$ cat src/rtl/fifo_stream_reader.sv
// Drains a first-word-fall-through FIFO into a valid/ready packet stream through a
// two-entry output buffer. Packets longer than MAX_LEN are cut short and their tails discarded.
module fifo_stream_reader #(
  parameter int DSIZE   = 35,
  parameter int MAX_LEN = 1024
) (
  input  logic             rd_clk,
  input  logic             rd_rst,
  input  logic [DSIZE-1:0] fifo_dout,
  input  logic             fifo_empty,
  output logic             fifo_rd_en,
  output logic [DSIZE-2:0] m_tdata,
  output logic             m_tlast,
  output logic             m_tvalid,
  input  logic             m_tready,
  output logic [31:0]      pkt_cnt,
  output logic             trunc_err,
  output logic             busy,
  output logic             dbg_state
);

  // Output handshake: a beat transfers on any rising edge where m_tvalid && m_tready.
  // While m_tvalid is high and m_tready is low, m_tdata/m_tlast are held.
  // m_tvalid only falls after a transfer, or on reset.

  localparam int          PW   = DSIZE - 1;
  localparam logic [15:0] WMAX = 16'(MAX_LEN - 1);

  typedef enum logic {PASS = 1'b0, DROP = 1'b1} state_t;

  state_t          state_q, state_d;
  logic [1:0]      cnt_q, cnt_d;
  logic [PW-1:0]   main_data_q, main_data_d;
  logic            main_last_q, main_last_d;
  logic [PW-1:0]   skid_data_q, skid_data_d;
  logic            skid_last_q, skid_last_d;
  logic [15:0]     wcnt_q, wcnt_d;
  logic [31:0]     pkt_cnt_q, pkt_cnt_d;
  logic            trunc_q, trunc_d;

  logic            rd_en;
  logic            push;
  logic            deq;
  logic            trunc;
  logic            in_last;
  logic            buf_last;
  logic [PW-1:0]   in_data;

  assign in_last  = fifo_dout[DSIZE-1];
  assign in_data  = fifo_dout[PW-1:0];

  always_comb begin
    state_d     = state_q;
    cnt_d       = cnt_q;
    main_data_d = main_data_q;
    main_last_d = main_last_q;
    skid_data_d = skid_data_q;
    skid_last_d = skid_last_q;
    wcnt_d      = wcnt_q;
    pkt_cnt_d   = pkt_cnt_q;

    // Pop decision depends only on fifo_empty and registers, never on m_tready.
    rd_en    = !fifo_empty && !rd_rst && ((state_q == DROP) || (cnt_q != 2'd2));
    push     = rd_en && (state_q == PASS);
    deq      = (cnt_q != 2'd0) && m_tready;
    trunc    = push && !in_last && (wcnt_q == WMAX);
    buf_last = in_last || trunc;
    trunc_d  = trunc;

    if (deq && (cnt_q == 2'd2)) begin
      main_data_d = skid_data_q;
      main_last_d = skid_last_q;
    end

    if (push) begin
      if ((cnt_q == 2'd0) || ((cnt_q == 2'd1) && deq)) begin
        main_data_d = in_data;
        main_last_d = buf_last;
      end else begin
        skid_data_d = in_data;
        skid_last_d = buf_last;
      end
      wcnt_d = buf_last ? 16'd0 : wcnt_q + 16'd1;
    end

    case ({push, deq})
      2'b10:   cnt_d = cnt_q + 2'd1;
      2'b01:   cnt_d = cnt_q - 2'd1;
      default: cnt_d = cnt_q;
    endcase

    if (deq && main_last_q) pkt_cnt_d = pkt_cnt_q + 32'd1;

    // Discard mode ends with the popped word that carries the original last flag.
    case (state_q)
      PASS:    if (trunc) state_d = DROP;
      DROP:    if (rd_en && in_last) state_d = PASS;
      default: state_d = PASS;
    endcase
  end

  always_ff @(posedge rd_clk) begin
    if (rd_rst) begin
      state_q     <= PASS;
      cnt_q       <= 2'd0;
      main_data_q <= '0;
      main_last_q <= 1'b0;
      skid_data_q <= '0;
      skid_last_q <= 1'b0;
      wcnt_q      <= 16'd0;
      pkt_cnt_q   <= 32'd0;
      trunc_q     <= 1'b0;
    end else begin
      state_q     <= state_d;
      cnt_q       <= cnt_d;
      main_data_q <= main_data_d;
      main_last_q <= main_last_d;
      skid_data_q <= skid_data_d;
      skid_last_q <= skid_last_d;
      wcnt_q      <= wcnt_d;
      pkt_cnt_q   <= pkt_cnt_d;
      trunc_q     <= trunc_d;
    end
  end

  assign fifo_rd_en = rd_en;
  assign m_tvalid   = (cnt_q != 2'd0);
  assign m_tdata    = main_data_q;
  assign m_tlast    = main_last_q;
  assign pkt_cnt    = pkt_cnt_q;
  assign trunc_err  = trunc_q;
  assign busy       = (wcnt_q != 16'd0) || (state_q == DROP);
  assign dbg_state  = state_q;

endmodule

$ cat config.mk
export PLATFORM = sky130hd
export DESIGN_NAME = fifo_stream_reader
export DESIGN_NICKNAME = d
export VERILOG_FILES = /design/src/rtl/fifo_stream_reader.sv
export SDC_FILE = /design/constraint.sdc
export NUM_CORES = 1
export LEC_CHECK = 0
export ABC_CLOCK_PERIOD_IN_PS = 2090
export CAP_MARGIN = 10
export CORE_ASPECT_RATIO = 0.9
export CORE_UTILIZATION = 48
export CTS_BUF_LIST = sky130_fd_sc_hd__clkbuf_2 sky130_fd_sc_hd__clkbuf_4 sky130_fd_sc_hd__clkbuf_8
export DETAILED_ROUTE_END_ITERATION = 12
export GPL_ROUTABILITY_DRIVEN = 0
export GPL_TIMING_DRIVEN = 0
export PLACE_DENSITY = 0.79
export SETUP_SLACK_MARGIN = 0.5
export SLEW_MARGIN = 10
export SYNTH_ARGS = -nofsm -noshare
export SYNTH_HDL_FRONTEND = slang
export SYNTH_SLANG_ARGS = --single-unit
$ cat constraint.sdc
create_clock -name rd_clk -period 2.09 [get_ports rd_clk]
set_input_delay 0.209 -clock rd_clk [delete_from_list [all_inputs] [get_ports rd_clk]]
set_output_delay 0.209 -clock rd_clk [all_outputs]
set_load 0.01 [all_outputs]
==> qor.csv, run 1 <==
stage;metric;value;unit
status;outcome;finished with violations;
status;violated_checks;negative setup slack;
setup_path;crit_path_cell_trace;or4_4, or3_4, and4b_1, nand2_2, buf_6;
detailed_routing;viasPerCell;6.85;
sta;skew;0.0220;ns
setup_path;worstRegToRegCells;9;
global_routing;pin_count_of_the_biggest_net_entering_global_routing;17;
synth;yosysUniqueCellTypes;39;
setup_path;worst-path-max-fanout;3;
setup_path;cp_top_family;simple AND/OR/NAND/NOR gates;
detailed_routing;antenna_violating_nets_post_route;0;
setup_path;timing_worst_setup_path_type;register to output port;
synth;synth-warning-count;0;
global_routing;track_usage;35.4;%
detailed_routing;finalWirelength;28000;um
worst_hold_path;hp-class;input port to register;
finish;finish.net_count;882;
setup_path;timing.rr.end;pkt_cnt[24];
clocking;cts.path.max_buffers;2;
placement;place_area;6830;um2
sta;grt_setup_unrepaired;yes;
setup_path;critical_path_arrival;2.18;ns
synth;synth_nets;673;
sta;timing.fmax;418;MHz
synth;synth_enable_flop_cells;0;
clocking;htree_levels;4;
synth;synth_compound_gate_area_share;13.5;%
worst_hold_path;worst_hold_path.num_cells;2;
synth;ys_ff_latch;122;
clocking;cts.root.buffer_cell;sky130_fd_sc_hd__clkbuf_8;
global_routing;vias_in_the_first_global_route;6016;
synth;postSynthCellCount;627;
synth;synth.area.mux_share;8.64;%
detailed_routing;detail_route.wl_per_cell;28.5;um
die;initial_core_util;49.4;%
setup_path;crit_slowest_cell;sky130_fd_sc_hd__or4_4;
pwr;vdd_ir_drop_max;691;uV
global_routing;globalRouteOverflowTotal;0;
sta;final-setup-viol-count;66;
synth;combinational_family_with_the_most_area_after_synthesis;simple AND/OR/NAND/NOR gates;
synth;post_synth_fa_ha_maj_area_fraction;1.64;%
die;ios;111;
detailed_routing;drt-initial-drc-count;896;
detailed_routing;drt_pass1_iterations;8;
synth;synthesis.area_per_instance;8.52;um2
detailed_routing;route.detailed.drc;0;
pwr;post-layout-total-power;0.00828;W
sta;postLayoutSetupSlackWorst;-0.302;ns
global_routing;grt_pass1_wl;31500;um
sta;finalWorstPathRequiredPeriod;2.39;ns
synth;synth-seq-area-share;45.7;%
die;die_height;102;um
die;die-width;113;um
clocking;clock_sink_count;122;
finish;drive_gt1_share;48.0;%
synth;synth-simple-area-share;23.3;%
sta;worst-slew-pin-transition;0.955;ns
placement;hpwl_after_detailed_placement;9950;um
setup_path;worst_r2r_startpoint;cnt_q[0];
sta;max-slew-margin-rel;36.3;%
setup_path;timing.reg2reg.setup_slack;-0.18;ns
setup_path;crit_required;1.88;ns
sta;timing_max_transition_violations_final;0;
setup_path;critPathBufInv;1;
die;std_cell_rows;36;
setup_path;worstSetupStartpointType;register;
synth;postSynth.asyncResetShare;0;%
die;die_footprint;11600;um2
finish;flow.area_growth_from_synthesis;85.5;%
global_routing;grt_antenna_before_repair;0;
sta;timing_hold_violations_final;0;
synth;yosys_most_used_dff;sky130_fd_sc_hd__dfxtp_1;
detailed_routing;total_number_of_vias;6715;
worst_hold_path;hold_ep;trunc_err;
synth;post_synth_xor_area_fraction;3.11;%
pwr;power.static_leakage;4.63;nW
clocking;clock_latency;0.47;ns
die;core_area;10800;um2
worst_hold_path;hold_path_startpoint;fifo_dout[34];
placement;placement.io_buffers;109;
pwr;power.density_cell_area;835;nW/um2
job;drv_cap;0;
finish;n_antenna_cell;0;
clocking;post_cts_clock_slew_at_the_launch_and_capture_registers_of_the_worst_setup_and_hold_paths;0.07;ns
clocking;cts-hold-fix-buffers;0;
setup_path;slowest_delay;0.55;ns
finish;final_area;9920;um2
sta;period_share;114;%
finish;layout.filler_cells;324;
clocking;tritoncts;done;
synth;netlist_area;5350;um2
clocking;tritoncts.num_buffers;17;
setup_path;setup.worst_path.end_class;output port;
worst reg2reg max path, cell delays in order (launching register included):
cell and delay (ns):
sky130_fd_sc_hd__dfxtp_4 0.38, sky130_fd_sc_hd__inv_4 0.05, sky130_fd_sc_hd__buf_12 0.12, sky130_fd_sc_hd__ha_4 0.16, sky130_fd_sc_hd__buf_6 0.12, sky130_fd_sc_hd__and4b_2 0.34, sky130_fd_sc_hd__nand3_4 0.11, sky130_fd_sc_hd__clkbuf_16 0.19
sky130_fd_sc_hd__nor4_4 0.33, sky130_fd_sc_hd__mux2_4 0.36
layout make-up:
| cell class | instances | area (um2) | share of cell area, % |
|---|---|---|---|
| buffer | 40 | 614 | 6.20 |
| clock buffer | 24 | 312 | 3.14 |
| clock inverter | 7 | 90.1 | 0.909 |
| inverter | 18 | 72.6 | 0.732 |
| multi-input combinational | 448 | 4060 | 41.0 |
| sequential | 122 | 2500 | 25.2 |
| tap | 133 | 166 | 1.68 |
| timing repair buffer | 189 | 2100 | 21.1 |
what timing repair did:
action | CTS | global route
pin swaps | 51 | 92
cloned | 9 | 6
resized for setup | 285 | 220
buffers inserted | 41 | 25
setup endpoints to repair | 146 | 169
how the worst max path moves through the flow:
| stage | startpoint | to | slack [ns] | cells past startpoint |
|---|---|---|---|---|
| 2_1_floorplan | cnt_q[0] | wcnt_q[12] | 0.01 | 8 |
| 3_3_place_gp | rd_rst | fifo_rd_en | -0.49 | 5 |
| 3_5_place_dp | rd_rst | skid_data_q[22] | -0.54 | 7 |
| 4_1_cts | wcnt_q[15] | busy | -0.24 | 5 |
| 5_1_grt | wcnt_q[15] | busy | -0.33 | 5 |
| 6_report | wcnt_q[15] | busy | -0.30 | 5 |
Yosys cell counts (7+ instances only):
master	count	area [um2]
sky130_fd_sc_hd__dfxtp_1	122	2440
sky130_fd_sc_hd__nand2_1	91	342
sky130_fd_sc_hd__nor2_1	67	251
sky130_fd_sc_hd__a21oi_1	57	285
sky130_fd_sc_hd__a211oi_1	37	278
sky130_fd_sc_hd__clkbuf_1	36	135
sky130_fd_sc_hd__mux2i_1	36	360
sky130_fd_sc_hd__nor4_1	20	125
sky130_fd_sc_hd__inv_1	17	63.8
sky130_fd_sc_hd__nand3_1	15	75.1
sky130_fd_sc_hd__or4_1	14	105
sky130_fd_sc_hd__xnor2_1	13	114
sky130_fd_sc_hd__nor2b_1	10	62.6
sky130_fd_sc_hd__o21ai_0	10	50.1
sky130_fd_sc_hd__mux2_2	9	101
sky130_fd_sc_hd__o31ai_1	9	67.6
sky130_fd_sc_hd__or3_1	9	56.3
sky130_fd_sc_hd__nand4_1	8	50.1
sky130_fd_sc_hd__ha_1	7	87.6
cells in the final DEF (no fill, tap or decap), types with 6 or more instances in the layout:
| cell | netlist | routed |
|---|---|---|
| sky130_fd_sc_hd__nor4_4 | 1 | 13 |
| sky130_fd_sc_hd__xnor2_1 | 13 | 11 |
| sky130_fd_sc_hd__nand2_4 | 0 | 33 |
| sky130_fd_sc_hd__mux2i_1 | 36 | 35 |
| sky130_fd_sc_hd__clkbuf_1 | 36 | 6 |
| sky130_fd_sc_hd__or4_4 | 0 | 13 |
| sky130_fd_sc_hd__nor2_2 | 0 | 8 |
| sky130_fd_sc_hd__dlymetal6s2s_1 | 0 | 45 |
| sky130_fd_sc_hd__a21oi_2 | 0 | 48 |
| sky130_fd_sc_hd__inv_1 | 17 | 14 |
| sky130_fd_sc_hd__buf_4 | 0 | 36 |
| sky130_fd_sc_hd__nand2_1 | 91 | 54 |
| sky130_fd_sc_hd__clkdlybuf4s50_1 | 0 | 55 |
| sky130_fd_sc_hd__dfxtp_2 | 0 | 28 |
| sky130_fd_sc_hd__buf_8 | 0 | 12 |
| sky130_fd_sc_hd__buf_12 | 0 | 10 |
| sky130_fd_sc_hd__nor2b_1 | 10 | 9 |
| sky130_fd_sc_hd__dlygate4sd2_1 | 0 | 6 |
| sky130_fd_sc_hd__nor2_1 | 67 | 37 |
| sky130_fd_sc_hd__dfxtp_1 | 122 | 87 |
| sky130_fd_sc_hd__mux2_4 | 0 | 9 |
| sky130_fd_sc_hd__clkbuf_8 | 0 | 24 |
| sky130_fd_sc_hd__nand3_1 | 15 | 13 |
| sky130_fd_sc_hd__clkbuf_16 | 0 | 18 |
| sky130_fd_sc_hd__nand4_1 | 8 | 8 |
| sky130_fd_sc_hd__dfxtp_4 | 0 | 7 |
| sky130_fd_sc_hd__buf_6 | 0 | 30 |
| sky130_fd_sc_hd__nor2_4 | 0 | 22 |
| sky130_fd_sc_hd__a211oi_2 | 0 | 34 |
| sky130_fd_sc_hd__a21oi_1 | 57 | 7 |
where the power goes:
group	leakage, nW	switching [W]	internal, W	total, W
Sequential	1.01	0.000239	0.00258	0.00282
Clock	0.205	0.00106	0.00121	0.00228
Combinational	3.41	0.00161	0.00158	0.00319
Total	4.63	0.00291	0.00538	0.00828
logic make-up after synthesis:
group	after synthesis
DFF	122
and+or+nand+nor	258
xor gates and xnor gates	19
buffers and inverters	58
adders and majority gates	7
AOI/OAI and AO/OA	118
muxes	45
state kept, by name (all words and copies together), names as in the netlist:
name / count
cnt_q: 2
dbg_state: 1
m_tdata: 34
m_tlast: 1
pkt_cnt: 32
skid_data_q: 34
skid_last_q: 1
trunc_err: 1
wcnt_q: 16
metrics by stage:
stage                     hold WS, ns  TNS, ns  std cells  setup WS, ns  util, %
after CTS                       0.166   -0.281        950        -0.237     82.0
after floorplan                 0.334        0        627        0.0130        -
after detailed placement        0.448   -33.61        869        -0.535     63.2
after global routing            0.309    -9.40        981        -0.328     91.7
final                           0.305    -6.47        981        -0.302     91.7
after global placement          0.441   -27.10        869        -0.490     63.2
metal layers:
layer / global-route usage (%) / share of wire (%) / wire length [um] / vias up
met4: 16.2 / 8.1 / 2250 / 0
met3: 7.59 / 9.5 / 2650 / 222
met2: 61.0 / 46 / 13000 / 665
met5: 0 / 0 / 0 / -
li1: - / - / - / 2641
met1: 42.9 / 36 / 10100 / 3187
No activity file was read; power rests on OpenSTA's default activity.
==> run 2: changes to the inputs <==
CTS_CLUSTER_SIZE = 12   (was default)
==> results of run 2 <==
No change in the layout: final DEF, timing and power equal those of run 1.
